File: config.mk
export PLATFORM = sky130hd
export DESIGN_NAME = input_debounce
export DESIGN_NICKNAME = d
export VERILOG_FILES = /design/src/rtl/input_debounce.sv
export SDC_FILE = /design/constraint.sdc
export NUM_CORES = 1
export LEC_CHECK = 0
export ABC_AREA = 1
export CORE_UTILIZATION = 55
export DETAILED_ROUTE_END_ITERATION = 16
export GPL_TIMING_DRIVEN = 0
export PLACE_DENSITY = 0.72
export SKIP_LAST_GASP = 1
export SLEW_MARGIN = 20
export SYNTH_ARGS = -nofsm -noshare
export SYNTH_HDL_FRONTEND = slang
export SYNTH_SLANG_ARGS = --single-unit
File: constraint.sdc
create_clock -name clk -period 4.4 [get_ports clk]
set_input_delay 0.44 -clock clk [delete_from_list [all_inputs] [get_ports clk]]
set_output_delay 0.44 -clock clk [all_outputs]
set_load 0.01 [all_outputs]
File: src/rtl/input_debounce.sv
// Two-flop synchroniser plus per-bit stability counter for raw switches and keys.
// Outputs clean levels and registered one-cycle rise/fall pulses.
module input_debounce #(
    parameter int             N        = 8,
    parameter int             CNT_W    = 16,
    parameter int             DEBOUNCE = 50000,
    parameter logic [N-1:0]   RST_VAL  = 8'h0F
) (
    input  logic         clk,
    input  logic         rst,
    input  logic         en,
    input  logic [N-1:0] raw_in,
    output logic [N-1:0] db_out,
    output logic [N-1:0] rise,
    output logic [N-1:0] fall,
    output logic         changed
);

    localparam logic [CNT_W-1:0] CNT_MAX = CNT_W'(DEBOUNCE - 1);

    logic [N-1:0]     s1_r;
    logic [N-1:0]     s2_r;
    logic [CNT_W-1:0] cnt_r [N];
    logic [N-1:0]     diff_s;
    logic [N-1:0]     accept_s;

    // Accept decision: bit differs from db_out and has been stable long enough.
    always_comb begin
        diff_s   = s2_r ^ db_out;
        accept_s = {N{1'b0}};
        for (int i = 0; i < N; i++) begin
            if (en && diff_s[i] && (cnt_r[i] == CNT_MAX)) begin
                accept_s[i] = 1'b1;
            end else begin
                accept_s[i] = 1'b0;
            end
        end
    end

    // Two-flop synchroniser; keeps sampling even while en is low.
    always_ff @(posedge clk) begin
        if (!rst) begin
            s1_r <= RST_VAL;
            s2_r <= RST_VAL;
        end else begin
            s1_r <= raw_in;
            s2_r <= s1_r;
        end
    end

    // Per-bit stability counters; any agreement with db_out restarts the count.
    always_ff @(posedge clk) begin
        if (!rst) begin
            for (int i = 0; i < N; i++) begin
                cnt_r[i] <= {CNT_W{1'b0}};
            end
        end else if (en) begin
            for (int i = 0; i < N; i++) begin
                if (!diff_s[i] || accept_s[i]) begin
                    cnt_r[i] <= {CNT_W{1'b0}};
                end else begin
                    cnt_r[i] <= cnt_r[i] + {{(CNT_W-1){1'b0}}, 1'b1};
                end
            end
        end else begin
            for (int i = 0; i < N; i++) begin
                cnt_r[i] <= cnt_r[i];
            end
        end
    end

    // Debounced level and registered edge pulses; accept_s is already gated by en.
    always_ff @(posedge clk) begin
        if (!rst) begin
            db_out  <= RST_VAL;
            rise    <= {N{1'b0}};
            fall    <= {N{1'b0}};
            changed <= 1'b0;
        end else begin
            db_out  <= (db_out & ~accept_s) | (s2_r & accept_s);
            rise    <= accept_s & s2_r;
            fall    <= accept_s & ~s2_r;
            changed <= |accept_s;
        end
    end

endmodule

==> results by group <==
Clock tree
  • PostCTS Resize Cnt: 0
  • # clock sinks: about 170
  • CTS root buf: clkbuf_16
  • CTS clk-pin slew, worst paths: about 0.06 ns
  • H-tree levels: 4
  • CTS Hold Bufs: 0
  • TritonCTS buffer count: 17
  • CTS tree: done
  • CTS Buffer Depth: 2
  • Setup bufs post-CTS: 0
  • Skew-Pair Late Insertion Delay: 0.43 ns

Routing
  • Routed Antenna Nets: 0
  • DR WL met2: roughly 7.8 mm
  • Avg Vias per Cell: 5.19
  • Post-Route WL: approximately 17 mm
  • Wl on met1: between 8 and 9 mm
  • Via Count: 6558
  • WL per Instance: 13.2 µm
  • Starting DRT DRC Count: between 300 and 400
  • # DRC: 0
  • Routed wl met3: approximately 460 µm
  • Uppermost routed layer: met4
  • Drt first pass iters: 5

Synthesis
  • Multiplexer area fraction after synthesis: 0%
  • Syn_nets: between 1000 and 1500
  • Async S/R FF share, synth: 0%
  • Post-synth EDFFs: approximately 130
  • Seq cells post-synth: ~170
  • Synth Area in Compound Gates: slightly above 5%
  • Seq/Total Area, Yosys: between 50% and 60%
  • Largest family of logic cells by synthesized area: simple AND/OR/NAND/NOR gates
  • Main flop type after synthesis: edfxtp_1
  • Synth cell types: 40
  • Synth Area in Simple Gates: a little under a third
  • Gate Count Post-Synth: between 900 and 1000
  • Synthesis warning total: 0
  • Adder and majority gate portion of the synthesized area: under 10%
  • Post-Syn Area: between 0.008 and 0.009 mm²
  • Xor/xnor share of the synthesized area: around 3.6%
  • Mean post-synth cell area: 8.85 µm²

Global routing
  • Largest net degree at the start of global routing: between 50 and 60
  • First-pass GRT wire length: 28.4 mm
  • Number of global-route vias before repair: just over 6000
  • Initial antenna violation count: 0
  • GRT Total Usage: between 20% and 30%
  • Final global-route overflow total: 0

Placement
  • Post-DP HPWL: about 12 mm
  • Gpl congestion: between 0.8 and 0.9
  • Post-placement cell area: approximately 0.0094 mm²
  • Buffers on Ports: 34

Flow run
  • Max-cap check violation count: 0

Cells and area
  • Area delta synth->final: 14.3%
  • Final net count: 1058
  • Area of the multi-input gates: 0.00353 mm²
  • Antenna diodes: 0
  • Layout fillers: 1319
  • Fraction of layout cells with a size suffix above 1: under 10%
  • Register area: between 0.004 and 0.005 mm²
  • Final instance area: ~0.01 mm²

STA
  • RSZ-0062 raised after global routing: no
  • Min Tclk post-route: 2.63 ns
  • Slew Viols, Final: 0
  • Max Clk Rate: between 0.3 and 0.4 GHz
  • Hold_ws: about 0.41 ns
  • Setup violations, final: 0
  • Final Skew: 0.00772 ns
  • Final count of hold timing violations: 0
  • Worst Tran Pin Value: 0.653 ns
  • Max-slew headroom: a little under three fifths
  • Period utilization: between 50% and 60%

Critical path
  • R2R depth: 7
  • Critical-path top delay cell: clkdlybuf4s50_1
  • Worst r2r src: cnt_r[0][16]
  • Largest fanout on the critical path: between 50 and 60
  • CP required: about 4.6 ns
  • Reg-to-Reg End: cnt_r[0][27]
  • Worst setup path class: in -> reg
  • Setup crit end kind: register
  • Critical path launch point type: primary input
  • WP data arrival: about 2.8 ns
  • Reg2Reg Setup Slack: between 2 and 3 ns
  • Cell Chain, Critical Path: clkdlybuf4s50_1 > buf_2 > buf_1 > nand2_4 > buf_16
  • Max incr delay on CP: ~0.64 ns

Status
  • Outcome: completed

Floorplanning
  • I/O Pins: 36
  • Site row count: 45
  • Chip width: around 130 µm
  • Die height: 128 µm
  • Starting Density: 56.9%
  • CORE AREA: about 0.015 mm²
  • Die area: roughly 0.016 mm²

Power and ir drop
  • Pleak: about 3.8 nW
  • Worst vdd ir: between 0.2 and 0.3 mV
  • PwrDens: approximately 350 mW/mm²
  • Pwr Total: roughly 3.5 mW

Min path
  • HP Class: reg -> reg
  • Hold endpoint: s2_r[6]
  • Hold path start: s1_r[6]
  • Worst Hold Depth: 2
## worst max path at each step
stage | start | to | slack [ns] | cells after the start
after global placement | rst | cnt_r[1][12] | -2.31 | 4
after CTS | rst | cnt_r[0][63] | 1.79 | 5
after detailed placement | rst | cnt_r[1][12] | 1.35 | 5
final | rst | cnt_r[1][40] | 1.77 | 5
after floorplan | rst | cnt_r[0][0] | 0.25 | 3
after global routing | rst | cnt_r[1][8] | 1.67 | 5
## layout by cell type, fill, tap and decap left out, drive strengths merged, types with 9 or more instances in the layout
cell type	instances
dfxtp	41
nor2	196
xnor2	9
buf	14
nand4	28
o21a	9
clkdlybuf4s50	34
or2	21
inv	116
a21oi	45
clkbuf	22
xor2	27
nor3b	22
nand2	180
edfxtp	128
nor3	47
nand3	66
## flip-flops by register name (all words and copies together) (netlist names), named ones only
name	cells
rise	8
s1_r	8
fall	8
s2_r	8
cnt_r	128
changed	1
## synthesized netlist by cell type, types with 4 or more instances
master	instances	share of area (%)
edfxtp_1	128	44
nand2_2	5	0.36
buf_4	6	0.52
nand4_1	26	1.9
nand3_2	5	0.57
a21oi_1	45	2.6
o21bai_1	6	0.52
xnor2_1	9	0.90
nor3_1	41	2.4
nor2_2	11	0.79
nand2_1	175	7.5
ha_1	8	1.1
or2_2	17	1.2
nand3_1	61	3.5
nor2_1	183	7.9
nor4_1	4	0.29
xor2_1	27	2.7
dfxtp_1	41	9.4
o21ai_0	6	0.34
nor3b_2	6	0.86
nor3_4	4	0.75
nor3b_1	16	1.4
a31oi_1	5	0.36
o21a_1	9	0.78
inv_1	114	4.9
or2_0	4	0.29
## per-layer routing
| layer | global-route usage, % | vias to the layer above |
|---|---|---|
| met4 | 8.24 | 0 |
| met1 | 29.8 | 3055 |
| met5 | 0 | - |
| met2 | 36.0 | 84 |
| li1 | - | 3395 |
| met3 | 3.46 | 24 |
## report_power, final
part	internal, mW	leakage [nW]	switching [mW]
sequential	1.77	1.76	0.0609
clock	0.865	0.283	0.611
combinational	0.0544	1.73	0.0949
## worst max-delay path, delay by kind of cell
family                 cells  cell delay (ns)
buffers and inverters      4             1.82
AND/OR/NAND/NOR            1             0.45
## metrics by stage
step                setup TNS [ns]  setup slack [ns]  cells  util (%)
floorplan                        0             0.253    984         -
global placement           -295.63             -2.31   1229      60.8
detailed placement               0              1.35   1231      61.2
CTS                              0              1.79   1263      65.0
global route                     0              1.67   1263      65.0
finish                           0              1.77   1263      65.0
## logic make-up after synthesis
family | Yosys count
xor+xnor | 36
buf+inv | 128
compound gates | 76
flops | 169
simple gates | 567
fa+ha+maj | 8
## layout make-up
type / instances / share of cell area, %
flip-flops and latches: 169 / 46.8
multi-input cells: 687 / 35.5
clock buffers: 21 / 4.62
inverters: 115 / 4.33
repair buffers: 36 / 3.97
well taps: 211 / 2.65
clock inverters: 11 / 1.22
plain buffers: 13 / 0.892
Power figures use the tool's default switching activity.
